===== src/rtl/jk_seq_driver.sv =====
`default_nettype none
// ============================================================================
// Module   : jk_seq_driver
// Brief    : Drives an external JK flip-flop from a stream of target Q bits.
//            A small FIFO buffers the targets. Each bit takes three cycles.
//            IDLE pops the bit and registers J/K. APPLY holds J/K for the
//            flop to sample. CHECK compares the Q feedback against the target
//            and updates the counters.
// Revision : 1.0 - initial release
// ============================================================================
module jk_seq_driver #(
  parameter int DEPTH       = 4,
  parameter int CNT_W       = 8,
  parameter int TOGGLE_PREF = 0
) (
  input  logic             clk,
  input  logic             rst,
  input  logic             in_valid,
  input  logic             in_bit,
  output logic             in_ready,
  input  logic             q_fb,
  output logic             j,
  output logic             k,
  output logic             busy,
  output logic             chk_pulse,
  output logic             err_pulse,
  output logic [CNT_W-1:0] err_cnt,
  output logic [CNT_W-1:0] bit_cnt
);

  localparam int AW = (DEPTH > 1) ? $clog2(DEPTH) : 1;

  typedef enum logic [1:0] {
    IDLE  = 2'd0,
    APPLY = 2'd1,
    CHECK = 2'd2
  } state_t;

  state_t          state;
  state_t          state_nxt;

  logic            fifo_mem [DEPTH];
  logic [AW-1:0]   wr_ptr;
  logic [AW-1:0]   rd_ptr;
  logic [AW:0]     count;
  logic            full;
  logic            empty;
  logic            push;
  logic            pop;
  logic            head;
  logic            tgt;
  logic [1:0]      jk_ex;

  // FIFO status. Acceptance depends only on full, so a pop in the same
  // cycle never frees a slot for a push.
  assign full     = (count == (AW+1)'(DEPTH));
  assign empty    = (count == '0);
  assign in_ready = !full;
  assign push     = in_valid && !full;
  assign pop      = (state == IDLE) && !empty;
  assign head     = fifo_mem[rd_ptr];
  assign busy     = (state != IDLE) || !empty;

  // Target storage. This needs no reset because the pointers gate validity.
  always_ff @(posedge clk) begin
    if (push) begin
      fifo_mem[wr_ptr] <= in_bit;
    end
  end

  // Pointer and occupancy tracking. Pointers wrap naturally at a power-of-2 depth.
  always_ff @(posedge clk or posedge rst) begin
    if (rst) begin
      wr_ptr <= '0;
      rd_ptr <= '0;
      count  <= '0;
    end else begin
      if (push) begin
        wr_ptr <= wr_ptr + AW'(1);
      end
      if (pop) begin
        rd_ptr <= rd_ptr + AW'(1);
      end
      if (push && !pop) begin
        count <= count + (AW+1)'(1);
      end else if (pop && !push) begin
        count <= count - (AW+1)'(1);
      end
    end
  end

  // JK excitation for the transition from the current Q to the head target.
  // Hold transitions always drive 0/0. Set and reset use single-sided drive
  // unless toggle is preferred.
  always_comb begin
    jk_ex = 2'b00;
    if (q_fb != head) begin
      if (TOGGLE_PREF != 0) begin
        jk_ex = 2'b11;
      end else begin
        jk_ex = head ? 2'b10 : 2'b01;
      end
    end
  end

  // State register.
  always_ff @(posedge clk or posedge rst) begin
    if (rst) begin
      state <= IDLE;
    end else begin
      state <= state_nxt;
    end
  end

  // Next-state logic. Each bit takes a fixed IDLE -> APPLY -> CHECK pass.
  always_comb begin
    state_nxt = state;
    case (state)
      IDLE:    if (!empty) state_nxt = APPLY;
      APPLY:   state_nxt = CHECK;
      CHECK:   state_nxt = IDLE;
      default: state_nxt = IDLE;
    endcase
  end

  // J/K drive, target capture, check pulses and counters.
  // J/K are nonzero only during the APPLY cycle, so the flop holds at all other times.
  always_ff @(posedge clk or posedge rst) begin
    if (rst) begin
      j         <= 1'b0;
      k         <= 1'b0;
      tgt       <= 1'b0;
      chk_pulse <= 1'b0;
      err_pulse <= 1'b0;
      err_cnt   <= '0;
      bit_cnt   <= '0;
    end else begin
      j         <= pop && jk_ex[1];
      k         <= pop && jk_ex[0];
      chk_pulse <= (state == CHECK);
      err_pulse <= (state == CHECK) && (q_fb != tgt);
      if (pop) begin
        tgt <= head;
      end
      if (state == CHECK) begin
        bit_cnt <= bit_cnt + CNT_W'(1);
        if ((q_fb != tgt) && (err_cnt != '1)) begin
          err_cnt <= err_cnt + CNT_W'(1);
        end
      end
    end
  end

endmodule
`default_nettype wire


===== config.mk =====
export PLATFORM = sky130hd
export DESIGN_NAME = jk_seq_driver
export DESIGN_NICKNAME = d
export VERILOG_FILES = /design/src/rtl/jk_seq_driver.sv
export SDC_FILE = /design/constraint.sdc
export NUM_CORES = 1
export LEC_CHECK = 0
export CORE_ASPECT_RATIO = 1.4
export CORE_MARGIN = 1
export CORE_UTILIZATION = 51
export CTS_CLUSTER_DIAMETER = 120
export DETAILED_ROUTE_END_ITERATION = 12
export PLACE_DENSITY = 0.78
export SLEW_MARGIN = 0
export SYNTH_ARGS = -nofsm -noshare
export SYNTH_HDL_FRONTEND = slang
export SYNTH_SLANG_ARGS = --single-unit

===== constraint.sdc =====
create_clock -name clk -period 2.4 [get_ports clk]
set_clock_uncertainty 0.05 [all_clocks]
set_input_delay 0.48 -clock clk [delete_from_list [all_inputs] [get_ports clk]]
set_output_delay 0.48 -clock clk [all_outputs]
set_load 0.05 [all_outputs]

; After elaboration in Yosys (flattened, before gate mapping)
; Memory sizes are Yosys's and may differ from the RTL's.
; Cells that the tools add are included.
[totals]
regBits = 30
ram_bits = 4
out_inout_bits = 22
wordCells = 51
mem_count = 1
[classes]
add_sub_neg = 6
n_eq_ne = 7
n_mux = 8
reduce_logical = 18
[memory_table]
columns = memory, words, word_bits, read_ports, rd_clocked_by_memory_dff, write_ports, line
row1 = fifo_mem, 4, 1, 1, 0, 1, 42  ; logic fifo_mem [DEPTH];
[op_table]
columns = cell, count
row1 = adder 8 x 1 -> 8 bit (second input constant), 2
row2 = logical AND 1 bit, 8
row3 = != test 8 bit (second input constant), 1
row4 = two-way mux 2 bit, 3
row5 = two-way mux 3 bit, 2
row6 = adder 2 x 1 -> 2 bit (second input constant), 2
row7 = zero test 1 bit, 4
row8 = case mux 2 bit (2 select lines), 1
row9 = nonzero test 2 bit, 2
row10 = adder 3 x 1 -> 3 bit (second input constant), 1
row11 = == test 3 bit (second input constant), 1
row12 = zero test 3 bit, 1
row13 = subtractor 3 x 1 -> 3 bit (second input constant), 1
row14 = == test 2 x 1 -> 1 bit (second input constant), 1
row15 = == test 2 bit (second input constant), 1
row16 = zero test 2 bit, 1
row17 = two-way mux 1 bit, 2
row18 = != test 1 bit, 2
row19 = != test 2 bit (second input constant), 1
row20 = AND reduction 2 bit, 1
row21 = logical OR 1 bit, 1

; Logic depth before layout (Yosys ltp)
[logic_depth]
depth_word = 7
depth_mapped = 9
depth_no_buf = 9

; Least setup slack after synthesis
; Ideal clock, no wire load.
[synth_timing]
path_kind = register to register
from = register count[0]
to = register count[1]
setup_ns = 0.125
arrival_ns = 2.136
required_time_ns = 2.225
slack_ns = 0.089
stages_incl_launch_ff = 8
path_buffers = 0
synth_period_minus_slack_ns = 2.311
path_cell_list = dfrtp_1 nor2_1 nand2_1 and2_0 ha_1 inv_1 fa_1 mux2_2
[synth_between]
elab_chain_cells = 6
elab_cells_between_ends = 15
[synth_lines]
columns = item, line
row1 = "start, declared", 45  ; logic [AW:0] count;
row2 = "start signal, assigned", 85  ; count <= count + (AW+1)'(1);
row3 = "start signal, assigned", 87  ; count <= count - (AW+1)'(1);
row4 = == test 3 bit *, 56  ; assign full = (count == (AW+1)'(DEPTH));
row5 = zero test 1 bit *, n/a
row6 = net in_ready, 20  ; output logic in_ready,
row7 = logical AND 1 bit *, 59  ; assign push = in_valid && !full;
row8 = net push, 48  ; logic push;
row9 = zero test 1 bit, 86  ; end else if (pop && !push) begin
row10 = logical AND 1 bit, 86
row11 = nonzero test 2 bit (no line), n/a
; Mark *: on every way through the listed nets, which the timed path passes. The rest lies on a longest branch. The select of a mux whose other input is x is not followed.
; A chain may end at the register's enable or synchronous reset.

; Worst setup path after layout
[layout_timing]
from = register count[0]
to = output in_ready
[layout_between]
elab_chain_cells = 2
[layout_lines]
columns = item, line
row1 = == test 3 bit, 56
row2 = zero test 1 bit, 58  ; assign in_ready = !full;
row3 = "end, declared", 20
; No other way between the ends.

==> results.txt <==
----------------------------------------------------
[Synthesis]
  Number of distinct library cells after synthesis ... 27
  Cell taking the most area after synthesis ... sky130_fd_sc_hd__dfrtp_1
  Largest cells by area after synthesis ... sky130_fd_sc_hd__dfrtp_1 (49%), sky130_fd_sc_hd__edfxtp_1 (7.9%), sky130_fd_sc_hd__xnor2_1 (6.3%)
  Synthesized-area fraction occupied by and/or/nand/nor cells ... 17.4%
  Async S/R FF share, synth ... about 88%
  Compound-gate portion of the synthesized area ... between 1 and 1.5%
  Main combinational cell family by area after synthesis ... simple AND/OR/NAND/NOR gates
  Mux share of post-synthesis cell area ... under 10%
  Parity-gate share of the synthesized area counting xor and xnor cells ... 10.3%
  Portion of synthesized cell area occupied by the leading cell type ... 49.2%
  Number of warning messages in the yosys log ... 0
  Post-synth net total ... approximately 140
  Flops & latches, synth ... 34
  Adder-cell area share of the yosys netlist ... just over 7%
  Share of synthesized area occupied by flip-flops and latches ... approximately 57%
  Primary FF master, synth ... sky130_fd_sc_hd__dfrtp_1
  Leading cell types by count after synthesis ... sky130_fd_sc_hd__dfrtp_1 (30), sky130_fd_sc_hd__nand2_1 (14), sky130_fd_sc_hd__xnor2_1 (11)
  Most common cell in the synthesized netlist ... sky130_fd_sc_hd__dfrtp_1
  Number of flops mapped to enable cells by yosys ... 4
  Synthesized area ... approximately 1500 um2
  Gate count after technology mapping ... 124
  Synthesized area divided by synthesized cell count ... 12.3 um2

[Die]
  Initial standard-cell utilization of the core ... a little over half
  Horizontal die dimension ... about 48 um
  Number of placement rows ... 23
  Area inside the core boundary ... between 2000 and 3000 um2
  Area enclosed by the die boundary ... between 3000 and 4000 um2
  Die Span Y ... 66.7 um
  # IOs ... 27

[STA]
  Count of final max-slew check failures ... 0
  Maximum frequency from static timing analysis ... between 0.4 and 0.5 GHz
  Total of endpoints with negative setup slack in the final report ... 0
  Relative slew slack ... around 66%
  Tmin final ... about 2300 ps
  Number of hold violations in the final report ... 0
  Unrepaired setup endpoints after global routing ... no
  Slew at the pin closest to its max-slew limit ... 504 ps
  Share of the clock period used by the worst path after layout ... between 90% and 100%
  Total negative setup slack ... 0 ps

[Worst setup path]
  Type of element launching the critical path ... flop
  Critical Path AT ... 1740 ps
  Data required time of the worst path ... 1870 ps
  Maximum fanout encountered on the critical timing path ... 6
  Critical Path End Type ... primary output
  Reg2Reg Launch Point ... count[0]$_DFFE_PP0P_
  R2R setup slack ... approximately 300 ps
  Number of cell instances on the worst register-to-register path ... 8
  Reg-to-Reg End ... count[2]$_DFFE_PP0P_
  Type of the worst setup path ... reg2out

[Hold path]
  Startpoint of the tightest hold check path ... bit_cnt[7]$_DFFE_PP0P_
  Number of cells on the worst hold path ... 1
  Capture endpoint of the worst hold path ... bit_cnt[7]$_DFFE_PP0P_
  Path category of the worst min-delay check ... reg2reg

[Routing]
  Antenna violation net count after detailed routing ... 0
  DRC errors left ... 0
  Initial DRC count ... 19
  Routed wire per std cell ... approximately 13 um
  Routed wire length ... around 2500 um
  Total via count in the routed design ... around 1.0k
  Vias per cell ... about 5.1
  First-pass detailed-route iteration total ... 4

[Clock tree]
  TritonCTS clock tree ... yes
  Cts bufs inserted ... 5
  Maximum level of the CTS H-tree ... 2
  Post-CTS setup buffer count ... 0
  Number of clock sinks ... 34
  Maximum root-to-sink buffer count ... 2
  Number of buffers added to fix hold violations after cts ... 0
  Cell at the root of the clock tree ... sky130_fd_sc_hd__clkbuf_8
  Worst-skew pair later-pin latency ... ~270 ps
  Total of cells resized after clock tree synthesis ... 0
  Register clock-pin slew on the reported worst setup and hold paths ... around 60 ps

[Global routing]
  Global-route wire length before repair ... 4240 um
  Pin count of the biggest net entering global routing ... 31
  Global route total overflow ... 0
  Number of global-route vias before repair ... between 1k and 1.5k
  Tot GR Track Use ... roughly a fifth
  Number of antenna violations at the first check in global routing ... 0

[Place]
  Final weighted congestion in routability-driven placement ... between 0.7 and 0.8
  Cell area after placement ... roughly 1800 um2
  Quantity of I/O buffers inserted on ports ... 26
  Cell Count Post-Placement ... around 190
  Post-detailed-placement half-perimeter wirelength ... 1890 um

[Power and ir drop]
  Static Leak ... approximately 0.9 nW
  Worst voltage drop across the vdd grid ... between 0.7 and 0.8 mV
  Total Power Consumption ... approximately 0.0027 W
  Power density over the cells ... around 1400 nW/um2

[Cells and area]
  Antenna diode count ... 0
  P&R area growth vs syn ... 26.3%
  Ratio of cells with drive above 1 in the final layout ... a little over a tenth
  Final core area utilization ... 67.7%
  NumNets Final ... ~170
  Post-route cell area ... 1930 um2
  Final standard cell count with taps included and fillers excluded ... ~200

[Job]
  Number of violations of the max-capacitance limit ... 0

[Run status]
  Result of the run ... complete, no violations

----------------------------------------------------
worst max path at each step:
| stage | from | end | slack (ps) | depth (start not counted) |
|---|---|---|---|---|
| floorplan | count[0]$_DFFE_PP0P_ | count[1]$_DFFE_PP0P_ | 90 | 7 |
| global placement | in_valid | count[2]$_DFFE_PP0P_ | 130 | 8 |
| detailed placement | in_valid | count[2]$_DFFE_PP0P_ | 60 | 8 |
| CTS | count[0]$_DFFE_PP0P_ | in_ready | 110 | 3 |
| global route | count[0]$_DFFE_PP0P_ | in_ready | 30 | 3 |
| finish | count[0]$_DFFE_PP0P_ | in_ready | 130 | 3 |
registers in the layout, summed over array words and instances, names as in the netlist, 2 cells and up:
register and flops:
bit_cnt 8, count 3, state 2, fifo_mem 4, wr_ptr 2, err_cnt 8, rd_ptr 2
worst max-delay path, stage by stage, from the launching register on:
cell and delay [ps]:
sky130_fd_sc_hd__dfrtp_1 430, sky130_fd_sc_hd__nor2_1 70, sky130_fd_sc_hd__nand2_1 140, sky130_fd_sc_hd__clkdlybuf4s50_1 830
report_power, final:
part	leakage, nW	internal [W]	total, W	switching [W]
logic	0.418	0.000509	0.00128	0.000766
clock network	0.0395	0.000206	0.000387	0.000181
registers	0.418	0.000794	0.000991	0.000196
stage by stage:
step                hold slack [ps]  worst slack, ps
finish                          416              129
CTS                             425              110
global placement                411              130
global route                    463             33.1
detailed placement              415             56.6
floorplan                       403             89.2
layout make-up:
type | instances | area, um2
multi-input cells | 83 | 629
well taps | 37 | 46.3
fillers | 216 | 921
clock buffers | 8 | 80.1
flip-flops and latches | 34 | 871
repair buffers | 28 | 275
inverters | 7 | 26.3
placed cells by master (no fill, tap or decap):
cell type / instances
sky130_fd_sc_hd__mux4_2: 1
sky130_fd_sc_hd__ha_1: 7
sky130_fd_sc_hd__buf_4: 2
sky130_fd_sc_hd__a31oi_1: 1
sky130_fd_sc_hd__and4_1: 1
sky130_fd_sc_hd__dfrtp_1: 30
sky130_fd_sc_hd__fa_1: 1
sky130_fd_sc_hd__nor2_1: 7
sky130_fd_sc_hd__nor3_1: 3
sky130_fd_sc_hd__xor2_1: 7
sky130_fd_sc_hd__nor3b_1: 1
sky130_fd_sc_hd__nand3_1: 5
sky130_fd_sc_hd__clkbuf_1: 3
sky130_fd_sc_hd__mux2_2: 5
sky130_fd_sc_hd__and3_1: 6
sky130_fd_sc_hd__inv_1: 6
sky130_fd_sc_hd__nand4_1: 3
sky130_fd_sc_hd__nand2b_4: 2
sky130_fd_sc_hd__xnor2_1: 11
sky130_fd_sc_hd__nor4b_1: 1
sky130_fd_sc_hd__and2_0: 1
sky130_fd_sc_hd__nor4_2: 1
sky130_fd_sc_hd__inv_2: 1
sky130_fd_sc_hd__nand2_1: 14
sky130_fd_sc_hd__clkdlybuf4s50_1: 26
sky130_fd_sc_hd__clkbuf_8: 5
sky130_fd_sc_hd__a21oi_1: 1
sky130_fd_sc_hd__nor2b_1: 1
sky130_fd_sc_hd__a311oi_1: 1
sky130_fd_sc_hd__edfxtp_1: 4
sky130_fd_sc_hd__nand2b_1: 2
per-layer routing:
| layer | global-route usage [%] | part of all wire (%) | up-vias |
|---|---|---|---|
| met5 | 0 | 0 | - |
| met4 | 8.33 | 1.7 | 0 |
| met3 | 4.07 | 2.8 | 5 |
| met2 | 32.7 | 55 | 21 |
| met1 | 21.0 | 40 | 499 |
| li1 | - | - | 489 |
logic make-up after synthesis:
| kind of cell | Yosys count |
|---|---|
| AND/OR/NAND/NOR | 48 |
| flip-flops | 34 |
| XOR/XNOR | 18 |
| adder cells (fa/ha/maj) | 8 |
| buffers and inverters | 7 |
| multiplexers | 6 |
| AO/OA/AOI/OAI | 3 |
Power figures use the tool's default switching activity.
